### src/rtl/coax_rx.sv
`default_nettype none
// ============================================================================
// Module   : coax_rx
// Brief    : Manchester coax receiver: bit-timing recovery, start-sequence
//            detection, 12-bit frame deserialisation with parity/framing checks.
// Revision : 1.0
// ============================================================================
module coax_rx #(
    parameter int CLOCKS_PER_BIT = 8
) (
    input  logic       clk,
    input  logic       reset_n,
    input  logic       rx,
    output logic       active,
    output logic [9:0] data,
    output logic       data_strobe,
    output logic       parity_error,
    output logic       error,
    output logic [1:0] error_code
);

    localparam int c_PW      = $clog2(CLOCKS_PER_BIT);
    localparam int c_HALF    = CLOCKS_PER_BIT / 2;
    localparam int c_QUARTER = CLOCKS_PER_BIT / 4;

    localparam logic [c_PW-1:0] c_WIN_LO   = c_PW'(c_HALF - c_QUARTER);
    localparam logic [c_PW-1:0] c_WIN_HI   = c_PW'(c_HALF + c_QUARTER);
    localparam logic [c_PW-1:0] c_MID_NEXT = c_PW'(c_HALF + 1);
    localparam logic [c_PW-1:0] c_MISS     = c_PW'(c_HALF + c_QUARTER + 1);
    localparam logic [c_PW-1:0] c_LAST     = c_PW'(CLOCKS_PER_BIT - 1);

    localparam logic [3:0] c_ST_IDLE      = 4'd0;
    localparam logic [3:0] c_ST_LQ        = 4'd1;
    localparam logic [3:0] c_ST_CV_LOW    = 4'd2;
    localparam logic [3:0] c_ST_CV_HIGH   = 4'd3;
    localparam logic [3:0] c_ST_SYNC      = 4'd4;
    localparam logic [3:0] c_ST_DATA      = 4'd5;
    localparam logic [3:0] c_ST_PARITY    = 4'd6;
    localparam logic [3:0] c_ST_NEXT_SYNC = 4'd7;
    localparam logic [3:0] c_ST_END       = 4'd8;

    logic [1:0]      sync_q;
    logic            s_prev_q;
    logic [c_PW-1:0] phase_q, phase_d;
    logic            mid_seen_q, mid_seen_d;
    logic [3:0]      state_q, state_d;
    logic [2:0]      lq_q, lq_d;
    logic [3:0]      bitcnt_q, bitcnt_d;
    logic            par_q, par_d;
    logic [9:0]      shift_q, shift_d;
    logic            active_q, active_d;
    logic [9:0]      data_q, data_d;
    logic            strobe_q, strobe_d;
    logic            perr_q, perr_d;
    logic            err_q, err_d;
    logic [1:0]      code_q, code_d;

    logic w_s, w_edge, w_in_win, w_mid, w_rise, w_fall, w_missing;

    assign w_s       = sync_q[1];
    assign w_edge    = w_s ^ s_prev_q;
    assign w_in_win  = (phase_q >= c_WIN_LO) && (phase_q <= c_WIN_HI);
    assign w_mid     = w_edge && w_in_win && !mid_seen_q;
    assign w_rise    = w_mid && w_s;
    assign w_fall    = w_mid && !w_s;
    assign w_missing = (phase_q == c_MISS) && !mid_seen_q;

    // Bit-timing tracker; in IDLE any rising edge is taken as a mid-bit edge.
    always_comb begin
        phase_d    = phase_q;
        mid_seen_d = mid_seen_q;
        if ((state_q == c_ST_IDLE) && w_edge && w_s) begin
            phase_d    = c_MID_NEXT;
            mid_seen_d = 1'b1;
        end else if (w_mid) begin
            phase_d    = c_MID_NEXT;
            mid_seen_d = 1'b1;
        end else if (phase_q == c_LAST) begin
            phase_d    = '0;
            mid_seen_d = 1'b0;
        end else begin
            phase_d    = phase_q + 1'b1;
        end
    end

    always_comb begin
        state_d  = state_q;
        lq_d     = lq_q;
        bitcnt_d = bitcnt_q;
        par_d    = par_q;
        shift_d  = shift_q;
        active_d = active_q;
        data_d   = data_q;
        strobe_d = 1'b0;
        perr_d   = perr_q;
        err_d    = 1'b0;
        code_d   = code_q;

        case (state_q)
            c_ST_IDLE: begin
                if (w_edge && w_s) begin
                    state_d = c_ST_LQ;
                    lq_d    = 3'd1;
                end
            end
            c_ST_LQ: begin
                if (w_rise) begin
                    if (lq_q != 3'd7) lq_d = lq_q + 3'd1;
                end else if (w_fall) begin
                    state_d = c_ST_IDLE;
                end else if (w_missing) begin
                    state_d = (!w_s && (lq_q >= 3'd3)) ? c_ST_CV_LOW : c_ST_IDLE;
                end
            end
            c_ST_CV_LOW: begin
                if (w_rise) begin
                    state_d  = c_ST_CV_HIGH;
                    active_d = 1'b1;
                end else if (w_fall || w_missing) begin
                    err_d  = 1'b1;
                    code_d = 2'd2;
                end
            end
            c_ST_CV_HIGH: begin
                if (w_mid || (w_missing && !w_s)) begin
                    err_d  = 1'b1;
                    code_d = 2'd2;
                end else if (w_missing) begin
                    state_d = c_ST_SYNC;
                end
            end
            c_ST_SYNC, c_ST_NEXT_SYNC: begin
                if (w_rise) begin
                    state_d  = c_ST_DATA;
                    bitcnt_d = 4'd0;
                    par_d    = 1'b1;
                end else if (w_fall && (state_q == c_ST_NEXT_SYNC)) begin
                    state_d = c_ST_END;
                end else if (w_fall || w_missing) begin
                    err_d  = 1'b1;
                    code_d = 2'd2;
                end
            end
            c_ST_DATA: begin
                if (w_mid) begin
                    shift_d  = {shift_q[8:0], w_s};
                    bitcnt_d = bitcnt_q + 4'd1;
                    par_d    = par_q ^ w_s;
                    if (bitcnt_q == 4'd9) state_d = c_ST_PARITY;
                end else if (w_missing) begin
                    err_d  = 1'b1;
                    code_d = 2'd1;
                end
            end
            c_ST_PARITY: begin
                if (w_mid) begin
                    strobe_d = 1'b1;
                    data_d   = shift_q;
                    perr_d   = (w_s != par_q);
                    state_d  = c_ST_NEXT_SYNC;
                end else if (w_missing) begin
                    err_d  = 1'b1;
                    code_d = 2'd1;
                end
            end
            c_ST_END: begin
                if (w_mid || (w_missing && !w_s)) begin
                    err_d  = 1'b1;
                    code_d = 2'd3;
                end else if (w_missing) begin
                    state_d  = c_ST_IDLE;
                    active_d = 1'b0;
                end
            end
            default: state_d = c_ST_IDLE;
        endcase

        // Any framing fault abandons the frame; the partial word is dropped.
        if (err_d) begin
            state_d  = c_ST_IDLE;
            active_d = 1'b0;
        end
    end

    always_ff @(posedge clk or negedge reset_n) begin
        if (!reset_n) begin
            sync_q     <= 2'b00;
            s_prev_q   <= 1'b0;
            phase_q    <= '0;
            mid_seen_q <= 1'b0;
            state_q    <= c_ST_IDLE;
            lq_q       <= 3'd0;
            bitcnt_q   <= 4'd0;
            par_q      <= 1'b0;
            shift_q    <= 10'd0;
            active_q   <= 1'b0;
            data_q     <= 10'd0;
            strobe_q   <= 1'b0;
            perr_q     <= 1'b0;
            err_q      <= 1'b0;
            code_q     <= 2'd0;
        end else begin
            sync_q     <= {sync_q[0], rx};
            s_prev_q   <= w_s;
            phase_q    <= phase_d;
            mid_seen_q <= mid_seen_d;
            state_q    <= state_d;
            lq_q       <= lq_d;
            bitcnt_q   <= bitcnt_d;
            par_q      <= par_d;
            shift_q    <= shift_d;
            active_q   <= active_d;
            data_q     <= data_d;
            strobe_q   <= strobe_d;
            perr_q     <= perr_d;
            err_q      <= err_d;
            code_q     <= code_d;
        end
    end

    assign active       = active_q;
    assign data         = data_q;
    assign data_strobe  = strobe_q;
    assign parity_error = perr_q;
    assign error        = err_q;
    assign error_code   = code_q;

endmodule
`default_nettype wire

### config.mk
export PLATFORM = sky130hd
export DESIGN_NAME = coax_rx
export DESIGN_NICKNAME = d
export VERILOG_FILES = /design/src/rtl/coax_rx.sv
export SDC_FILE = /design/constraint.sdc
export NUM_CORES = 1
export LEC_CHECK = 0
export BUFFER_PORTS_ARGS = -buffer_cell sky130_fd_sc_hd__buf_2
export CORE_MARGIN = 10
export CORE_UTILIZATION = 44
export CTS_CLUSTER_SIZE = 14
export DETAILED_ROUTE_END_ITERATION = 8
export PLACE_DENSITY = 0.63
export SLEW_MARGIN = 10
export SYNTH_ARGS = -nofsm -noshare
export SYNTH_HDL_FRONTEND = slang
export SYNTH_SLANG_ARGS = --single-unit
### constraint.sdc
create_clock -name clk -period 3.15 [get_ports clk]
set_input_delay 0.63 -clock clk [delete_from_list [all_inputs] [get_ports clk]]
set_output_delay 0.63 -clock clk [all_outputs]
set_load 0.02 [all_outputs]
==> results of run 1 <==
[layout by cell type (no fill, tap or decap), drive strengths merged, types with 4 or more instances in the layout]
cell and instances:
buf 22, nor3 5, nor2 11, dfrtp 45, o21ai 12, mux2 13, nand2 38, nor2b 5
mux2i 6, inv 11, clkbuf 6, a21oi 4, nor4 4, nand2b 6, ha 9
[cell families (layout without fill, tap and decap cells)]
family | after synthesis | count (layout) | synth area share
multiplexers | 19 | 19 | 0.0905
adder cells (fa/ha/maj) | 10 | 10 | 0.0538
buffers and inverters | 24 | 41 | 0.0450
AND/OR/NAND/NOR | 89 | 89 | 0.204
AO/OA/AOI/OAI | 33 | 33 | 0.0982
XOR/XNOR | 4 | 4 | 0.0154
flip-flops | 45 | 45 | 0.494
[cell type report]
cell class              count  area (µm²)
flip-flops and latches     45        1130
inverters                  11        41.3
multi-input cells         155        1060
fillers                   506        2550
well taps                  70        87.6
clock inverters             2        15.0
clock buffers               6        72.6
repair buffers             22         120
[layer usage]
layer,track usage,vias up,part of all wire
li1,-,812,-
met1,0.147,797,0.50
met2,0.162,32,0.44
met3,0.0310,6,0.047
met4,0.0360,0,0.013
met5,0,-,0
[through the flow]
step                      hold WS (ns)  instances  total power, µW  cell area, µm²  setup WS, ns
after floorplan                  0.331        224             1180            2280         0.752
final                            0.353        311             1630            2520         0.561
after detailed placement         0.339        303             1290            2430         0.554
after CTS                        0.357        311             1650            2520         0.558
after global routing             0.368        311             1750            2520         0.352
after global placement           0.349        303             1290            2430         0.622
[registers in the layout, summed over array words and instances, names as in the netlist]
register,cells
state_q,4
mid_seen_q,1
parity_error,1
error,1
lq_q,3
par_q,1
s_prev_q,1
bitcnt_q,4
data,10
active,1
data_strobe,1
phase_q,3
error_code,2
shift_q,10
sync_q,2
[synth_stat cells (2+ instances only)]
cell                        n
sky130_fd_sc_hd__nand2_1   38
sky130_fd_sc_hd__buf_2      7
sky130_fd_sc_hd__a31oi_1    3
sky130_fd_sc_hd__nand4_1    2
sky130_fd_sc_hd__or2_2      2
sky130_fd_sc_hd__mux2_2    13
sky130_fd_sc_hd__nor2_1    11
sky130_fd_sc_hd__nand3b_1   2
sky130_fd_sc_hd__xor2_1     2
sky130_fd_sc_hd__ha_1       9
sky130_fd_sc_hd__nor3_1     5
sky130_fd_sc_hd__mux2i_1    6
sky130_fd_sc_hd__a41oi_1    2
sky130_fd_sc_hd__clkbuf_1   5
sky130_fd_sc_hd__nand3_1    3
sky130_fd_sc_hd__xnor2_1    2
sky130_fd_sc_hd__o311a_1    2
sky130_fd_sc_hd__nand2b_1   6
sky130_fd_sc_hd__nor4b_1    3
sky130_fd_sc_hd__nor2b_1    5
sky130_fd_sc_hd__o21ai_0   12
sky130_fd_sc_hd__a211oi_1   2
sky130_fd_sc_hd__dfrtp_1   45
sky130_fd_sc_hd__inv_1     11
sky130_fd_sc_hd__or3_1      2
sky130_fd_sc_hd__nor4_1     3
sky130_fd_sc_hd__a21oi_1    4
[worst max-delay path, stage by stage, from the launching register on]
cell and delay, ns:
sky130_fd_sc_hd__dfrtp_1 0.39, sky130_fd_sc_hd__ha_1 0.35, sky130_fd_sc_hd__nor4_2 0.57, sky130_fd_sc_hd__o211ai_1 0.23, sky130_fd_sc_hd__or4b_1 0.67, sky130_fd_sc_hd__a31o_2 0.29
[power breakdown]
group          leakage [µW]  internal, µW  switching [µW]
sequential         0.000598           644             110
clock             0.0000374           156             197
combinational      0.000581           247             281
total               0.00122          1050             587
[final timing paths]
path                       startpoint         end  slack [ns]
setup / recovery            sync_q[1]  state_q[0]        0.56
max in group asynchronous     reset_n  phase_q[2]        2.05
hold / removal              sync_q[0]   sync_q[1]        0.35
min in group asynchronous     reset_n  state_q[0]        0.49
setup reg to reg            sync_q[1]  state_q[0]        0.56
hold reg to reg             sync_q[0]   sync_q[1]        0.35
==> results.txt, run 1 <==
----------------------------------------------------
[Status]
  Status ... complete, no violations

[Routing]
  Antenna-violating nets left ... 0
  Post-Route WL ... approximately 4400 µm
  First drt pass iteration count ... 5
  Drt first-iter violations ... around 150
  Final routed DRC violation total ... 0
  Vias ... between 1500 and 2000
  Average routed wire per standard cell ... 14.2 µm
  Via density ... approximately 5.3

[Clock network]
  Latest clock arrival within the worst-skew pair ... roughly 0.3 ns
  Number of hold buffers added after CTS ... 0
  Clock root buffer ... sky130_fd_sc_hd__clkbuf_8
  Count of cells resized by post-cts repair ... 0
  Number of sinks driven by the clock tree ... 45
  Setup bufs post-CTS ... 0
  Clock-pin transition on the worst setup and hold timing paths ... ~0.09 ns
  Number of buffers inserted during clock tree synthesis ... 5
  Number of H-tree levels ... 2
  CTS tree ... yes
  Bufs on Longest Clock Path ... 2

[Synth]
  Seq cells post-synth ... 45
  Yosys top cell by area ... sky130_fd_sc_hd__dfrtp_1
  Syn Nets ... 236
  Cell count after synthesis ... around 220
  EDFF count, synth ... 0
  Area of the mapped netlist ... 2280 µm²
  Sequential fraction of the synthesis area ... 0.494
  Syn Area/Cell ... around 10 µm²
  Ranking of synthesized cells by area ... sky130_fd_sc_hd__dfrtp_1 49%, sky130_fd_sc_hd__mux2_2 6.4%, sky130_fd_sc_hd__nand2_1 6.3%
  Share of synthesized flip-flops with an asynchronous set or reset ... 1.00
  Dominant synthesized flop cell ... sky130_fd_sc_hd__dfrtp_1
  Share of the synthesized area in the top cell type ... 0.494
  Total of warnings raised by yosys ... 0
  Count of unique library cells instantiated by Yosys ... 44

[Final layout]
  Ratio of cells with drive above 1 in the final layout ... 0.207
  Growth of design area from synthesis to finish ... 10.5%
  Diode insertion count for antenna repair ... 0
  Layout Nets ... approximately 250
  Final Util ... 0.497

[Timing]
  Endpoints failing setup ... 0
  Total count of max-transition violations in the final report ... 0
  Tmin final ... approximately 2.6 ns
  Final setup TNS ... 0 ns
  Largest clock skew in the final design ... between 0.01 and 0.015 ns
  Final period util ... 0.822
  Final count of hold timing violations ... 0
  RSZ-0062 raised after global routing ... false
  Relative slew slack ... 0.342
  Measured slew at the worst slew-check pin ... slightly below 1 ns
  Highest clock frequency the design can meet ... a little under 0.4 GHz

[Global routing]
  Maximum number of pins on one net before global-route repair ... 46
  Antenna violations before repair ... 0
  First-pass GRT wire length ... 7630 µm
  GR Util All Layers ... 0.109
  Total overflow reported by the global router ... 0
  Vias in the first global route ... between 1500 and 2000

[Floorplan]
  Die area ... between 8000 and 9000 µm²
  Die extent in x ... a little over 90 µm
  Core Box Area ... just over 5000 µm²
  Boundary Pins ... 19
  Floorplan die height ... about 90 µm
  Num rows ... 26
  Effective utilization at floorplan ... 0.449

[Worst hold path]
  Worst hold stages ... 0
  Path class of the lowest-slack min-delay path ... flip-flop to flip-flop

[Setup path]
  Arr. time, crit path ... around 2.8 ns
  Startpoint type of the worst setup path ... flip-flop
  Cell count of the worst reg-to-reg path ... 5
  Worst Path Max Fanout ... 6
  Type of element capturing the critical path ... flip-flop
  Crit Path Class ... flip-flop to flip-flop
  Critical Path RT ... 3.35 ns

[Pwr]
  Largest voltage drop on the vdd net ... roughly 0.00026 V
  Leakage ... around 0.0012 µW
  Power per cell area ... ~650 nW/µm²

[Placement]
  Number of I/O port buffers ... 18
  Detail Placement HPWL ... 3060 µm
  Gpl congestion ... between 0.7 and 0.8

[Flow run]
  Max-cap violation count ... 0

----------------------------------------------------
No activity file was read; power rests on OpenSTA's default activity.
==> inputs of run 2 (changes only) <==
Clock period 3.15 ns to 2.6 ns, I/O delays scaled along.
==> run 2 against run 1 <==
Against the previous run:
- non-clock buffer count increased by 11
- die area unchanged
- clock skew decreased by 0.0082 ns
- first-iteration DRC count decreased by 35%
- routed wire length decreased by 0.61%
- via count increased by 0.55%
- clock power increased by 24%
- count of clock-buffer cells in the layout decreased by 1
- combinational power increased by 42%
- global-route usage increased by 0.39 points
- core utilization increased by 1.8 points
==> results.txt, run 2 (same netlist as run 1, synthesis figures left out) <==
----------------------------------------------------
[Clock network]
  Number of sinks driven by the clock tree ... 45
  Count of cells resized by post-cts repair ... 0
  Number of hold buffers added after CTS ... 0
  CTS tree ... yes
  Setup bufs post-CTS ... 0
  Number of buffers inserted during clock tree synthesis ... 5
  Latest clock arrival within the worst-skew pair ... between 0.2 and 0.3 ns
  Clock-pin transition on the worst setup and hold timing paths ... 0.09 ns
  Number of H-tree levels ... 2
  Clock root buffer ... sky130_fd_sc_hd__clkbuf_8
  Bufs on Longest Clock Path ... 2

[Setup path]
  Critical Path Slowest Stage Cell ... sky130_fd_sc_hd__or4_4
  Buf+Inv Stages, Crit Path ... 0
  Cell count of the worst reg-to-reg path ... 5
  CP top delay family ... simple AND/OR/NAND/NOR gates
  Sequence of cells on the critical path ... ha_1 > or4_4 > a31oi_1 > or4b_1 > a31o_2
  Startpoint type of the worst setup path ... flip-flop
  Crit Path Class ... flip-flop to flip-flop
  Type of element capturing the critical path ... flip-flop
  Worst Path Max Fanout ... 5
  Arr. time, crit path ... roughly 2.6 ns
  Critical Path RT ... approximately 2.8 ns
  Slack of the worst reg-to-reg path ... ~0.18 ns
  Logic depth of the worst path, buffers included ... 5
  Crit-path max cell delay ... ~0.57 ns
  Critical register-to-register path startpoint ... sync_q[1]
  Worst flop-to-flop path endpoint ... state_q[0]

[Final layout]
  Ratio of cells with drive above 1 in the final layout ... 0.246
  Register area ... between 1000 and 1500 µm²
  Footprint of the multi-input gates ... roughly 1100 µm²
  Growth of design area from synthesis to finish ... 14.4%
  Layout Nets ... between 200 and 300
  Diode insertion count for antenna repair ... 0
  Non-filler instance count after layout ... roughly 320
  Most common library cell in the layout ignoring fill and taps ... sky130_fd_sc_hd__dfrtp_1
  Commonest non-fill, non-tap cells in the layout ... 45 x sky130_fd_sc_hd__dfrtp_1, 38 x sky130_fd_sc_hd__nand2_1, 18 x sky130_fd_sc_hd__buf_2, 15 x sky130_fd_sc_hd__buf_4, 13 x sky130_fd_sc_hd__mux2_2
  Filler cells ... slightly below 500

[Pwr]
  Largest voltage drop on the vdd net ... about 0.00029 V
  Power per cell area ... 782 nW/µm²
  Leakage ... about 0.0013 µW

[Placement]
  Detail Placement HPWL ... between 3000 and 4000 µm
  Dpl cells ... 314
  Gpl congestion ... between 0.8 and 0.9
  Number of I/O port buffers ... 18

[Timing]
  RSZ-0062 raised after global routing ... false
  Measured slew at the worst slew-check pin ... about 0.67 ns
  Relative slew slack ... 0.545
  Tmin final ... approximately 2.4 ns
  Largest clock skew in the final design ... 0.00450 ns
  Highest clock frequency the design can meet ... between 0.4 and 0.5 GHz
  Endpoints failing setup ... 0
  Total count of max-transition violations in the final report ... 0
  Final period util ... 0.929
  Final count of hold timing violations ... 0
  Final setup TNS ... 0 ns

[Routing]
  Vias ... 1656
  Via density ... between 5 and 6
  Post-Route WL ... roughly 4400 µm
  Drt first-iter violations ... 94
  Final routed DRC violation total ... 0
  Average routed wire per standard cell ... between 10 and 15 µm
  Antenna-violating nets left ... 0
  First drt pass iteration count ... 4

[Global routing]
  Total overflow reported by the global router ... 0
  First-pass GRT wire length ... slightly above 8000 µm
  Vias in the first global route ... approximately 1700
  GR Util All Layers ... 0.113
  Maximum number of pins on one net before global-route repair ... 23
  Antenna violations before repair ... 0

[Floorplan]
  Num rows ... 26
  Effective utilization at floorplan ... 0.449
  Core Box Area ... ~5100 µm²
  Die extent in x ... approximately 90 µm
  Die area ... around 8500 µm²
  Floorplan die height ... about 90 µm
  Boundary Pins ... 19

[Status]
  Status ... complete, no violations

[Flow run]
  Max-cap violation count ... 0

[Worst hold path]
  Path class of the lowest-slack min-delay path ... input pin to asynchronous set/reset pin

----------------------------------------------------
==> run 2: stage by stage <==
stage / hold slack, ns / util / instance area [µm²] / setup WS (ns) / power [µW]
3_3_place_gp: 0.358 / 0.496 / 2520 / 0.213 / 1610
2_1_floorplan: 0.224 / - / 2280 / 0.202 / 1420
6_report: 0.0740 / 0.514 / 2610 / 0.184 / 2040
5_1_grt: 0.0716 / 0.514 / 2610 / 0.0813 / 2210
4_1_cts: 0.0721 / 0.514 / 2610 / 0.183 / 2070
3_5_place_dp: 0.359 / 0.496 / 2520 / 0.202 / 1620
==> run 2: area by class of cell <==
cell class	count	share of cell area
sequential	45	0.431
multi-input combinational	155	0.406
timing repair buffer	33	0.0777
tap	70	0.0336
clock buffer	5	0.0264
inverter	11	0.0158
clock inverter	3	0.00959
==> run 2: where the power goes <==
group | switching [µW] | internal [µW] | leakage, µW
Combinational | 403 | 345 | 0.000637
Sequential | 74.4 | 781 | 0.000598
Clock | 244 | 194 | 0.0000447
==> run 2: worst max path at each step <==
stage	start	end	slack [ns]
3_3_place_gp	sync_q[1]	state_q[0]	0.21
2_1_floorplan	sync_q[1]	state_q[0]	0.20
5_1_grt	phase_q[0]	state_q[0]	0.08
4_1_cts	sync_q[1]	state_q[0]	0.18
3_5_place_dp	sync_q[1]	state_q[0]	0.20
6_report	sync_q[1]	state_q[0]	0.18
==> run 2: routing by layer <==
metal,vias to the layer above,GRT usage,share of wire
met1,790,0.160,0.49
met2,28,0.167,0.46
met3,4,0.0285,0.045
met4,0,0.0270,0.0078
met5,-,0,0
li1,834,-,-
==> inputs of run 3 (changes only) <==
Settings changed: PLACE_DENSITY 0.63 to 0.62.
==> run 3 against run 2 <==
Against the previous run:
- non-clock buffer count down 3
- critical endpoint unchanged
- largest cell class unchanged
- sequential share of layout area up 0.38 points
- via count up 1.8%
- count of clock-buffer cells in the layout up 1
- core utilization down 0.44 points
- critical path depth unchanged
- worst hold slack better by 0.094 ns
==> results.txt, run 3 (same netlist as run 1, synthesis figures left out) <==
----------------------------------------------------
[Final layout]
  Diode insertion count for antenna repair ... 0
  Commonest non-fill, non-tap cells in the layout ... 45 x sky130_fd_sc_hd__dfrtp_1, 38 x sky130_fd_sc_hd__nand2_1, 18 x sky130_fd_sc_hd__buf_2, 13 x sky130_fd_sc_hd__mux2_2
  Ratio of cells with drive above 1 in the final layout ... 0.237
  Register area ... around 1100 µm²
  Growth of design area from synthesis to finish ... 13.4%
  Layout Nets ... 260
  Footprint of the multi-input gates ... between 1000 and 1500 µm²
  Filler cells ... between 400 and 500
  Most common library cell in the layout ignoring fill and taps ... sky130_fd_sc_hd__dfrtp_1

[Timing]
  Largest clock skew in the final design ... between 0.004 and 0.005 ns
  Highest clock frequency the design can meet ... between 0.4 and 0.5 GHz
  Final period util ... 0.941
  Measured slew at the worst slew-check pin ... approximately 0.50 ns
  Tmin final ... roughly 2.4 ns
  RSZ-0062 raised after global routing ... false
  Relative slew slack ... 0.661
  Final setup TNS ... 0 ns
  Endpoints failing setup ... 0
  Total count of max-transition violations in the final report ... 0
  Setup ws final ... ~0.15 ns
  Final count of hold timing violations ... 0

[Clock network]
  Number of hold buffers added after CTS ... 0
  Latest clock arrival within the worst-skew pair ... 0.30 ns
  Number of buffers inserted during clock tree synthesis ... 5
  Number of H-tree levels ... 2
  Number of sinks driven by the clock tree ... 45
  Clock-pin transition on the worst setup and hold timing paths ... around 0.090 ns
  Count of cells resized by post-cts repair ... 0
  Bufs on Longest Clock Path ... 2
  Clock root buffer ... sky130_fd_sc_hd__clkbuf_8
  CTS tree ... yes
  Setup bufs post-CTS ... 0

[Floorplan]
  Num rows ... 26
  Boundary Pins ... 19
  Floorplan die height ... just over 90 µm
  Core Box Area ... around 5000 µm²
  Effective utilization at floorplan ... 0.449
  Die area ... 8460 µm²
  Die extent in x ... slightly above 90 µm

[Flow run]
  Max-cap violation count ... 0

[Status]
  Status ... complete, no violations

[Global routing]
  Total overflow reported by the global router ... 0
  GR Util All Layers ... 0.118
  Vias in the first global route ... 1645
  Antenna violations before repair ... 0
  First-pass GRT wire length ... approximately 8000 µm
  Maximum number of pins on one net before global-route repair ... 26

[Routing]
  Vias ... about 1700
  Antenna-violating nets left ... 0
  Drt first-iter violations ... between 80 and 90
  Average routed wire per standard cell ... around 15 µm
  Final routed DRC violation total ... 0
  Post-Route WL ... approximately 4700 µm
  Via density ... approximately 5.3
  First drt pass iteration count ... 4

[Setup path]
  Type of element capturing the critical path ... flip-flop
  Arr. time, crit path ... ~2.6 ns
  Sequence of cells on the critical path ... ha_1 > or4_4 > a31oi_1 > or4b_1 > a31o_2
  CP top delay family ... simple AND/OR/NAND/NOR gates
  Buf+Inv Stages, Crit Path ... 0
  Slack of the worst reg-to-reg path ... between 0.15 and 0.2 ns
  Worst Path Max Fanout ... 5
  Worst flop-to-flop path endpoint ... state_q[0]
  Startpoint type of the worst setup path ... flip-flop
  Critical Path Slowest Stage Cell ... sky130_fd_sc_hd__or4_4
  Crit Path Class ... flip-flop to flip-flop
  Critical Path RT ... about 2.8 ns
  Critical register-to-register path startpoint ... sync_q[1]
  Crit-path max cell delay ... between 0.5 and 0.6 ns
  Cell count of the worst reg-to-reg path ... 5

[Placement]
  Detail Placement HPWL ... between 3000 and 4000 µm
  Number of I/O port buffers ... 18
  Pre-CTS setup slack ... ~0.18 ns
  Gpl congestion ... 0.923

[Worst hold path]
  Path class of the lowest-slack min-delay path ... input pin to asynchronous set/reset pin

[Pwr]
  Leakage ... about 0.0013 µW
  Power per cell area ... between 700 and 800 nW/µm²
  Largest voltage drop on the vdd net ... about 0.00037 V

----------------------------------------------------
[run 3: cell count changes in the layout (fill, tap and decap cells not counted), sizes merged]
cell | before | now
buf | 33 | 30
clkbuf | 5 | 6
clkinv | 1 | 0
clkinvlp | 1 | 2
inv | 12 | 11
[run 3: how the worst max path moves through the flow]
stage / slack (ns) / cells after the start / to / from
finish: 0.15 / 5 / state_q[0] / sync_q[1]
global route: 0.06 / 5 / state_q[0] / sync_q[1]
CTS: 0.17 / 5 / state_q[0] / sync_q[1]
detailed placement: 0.18 / 5 / state_q[0] / sync_q[1]
global placement: 0.22 / 5 / state_q[0] / sync_q[1]
floorplan: 0.20 / 6 / state_q[0] / sync_q[1]
[run 3: layer usage]
layer	track usage	up-vias	share of wire
met1	0.157	821	0.48
met5	0	-	0
li1	-	827	-
met2	0.175	27	0.47
met3	0.0326	10	0.035
met4	0.0501	0	0.019
[run 3: final cells by class]
cell class	count	area share
inverter	11	0.0160
timing repair buffer	30	0.0696
clock inverter	2	0.00580
multi-input combinational	155	0.412
clock buffer	6	0.0280
tap	70	0.0338
sequential	45	0.435
[run 3: report_power, final]
| part | internal, µW | switching [µW] | total, µW |
|---|---|---|---|
| clock | 190 | 241 | 431 |
| sequential | 781 | 88.8 | 870 |
| combinational | 338 | 389 | 728 |
[run 3: through the flow]
step	cell area (µm²)	hold WS, ns	utilization	std cells	power [µW]
final	2590	0.168	0.510	319	2030
after global routing	2590	0.201	0.510	319	2170
after CTS	2580	0.186	0.509	319	2050
after detailed placement	2490	0.356	0.491	311	1600
after global placement	2490	0.357	0.491	311	1600
after floorplan	2280	0.224	-	224	1420
[run 3: worst register-to-register path, delay by kind of cell (launching register included)]
kind	cells	cell delay, ns
AND/OR/NAND/NOR	2	1.15
AO/OA/AOI/OAI	2	0.45
flip-flops	1	0.39
adder cells (fa/ha/maj)	1	0.37
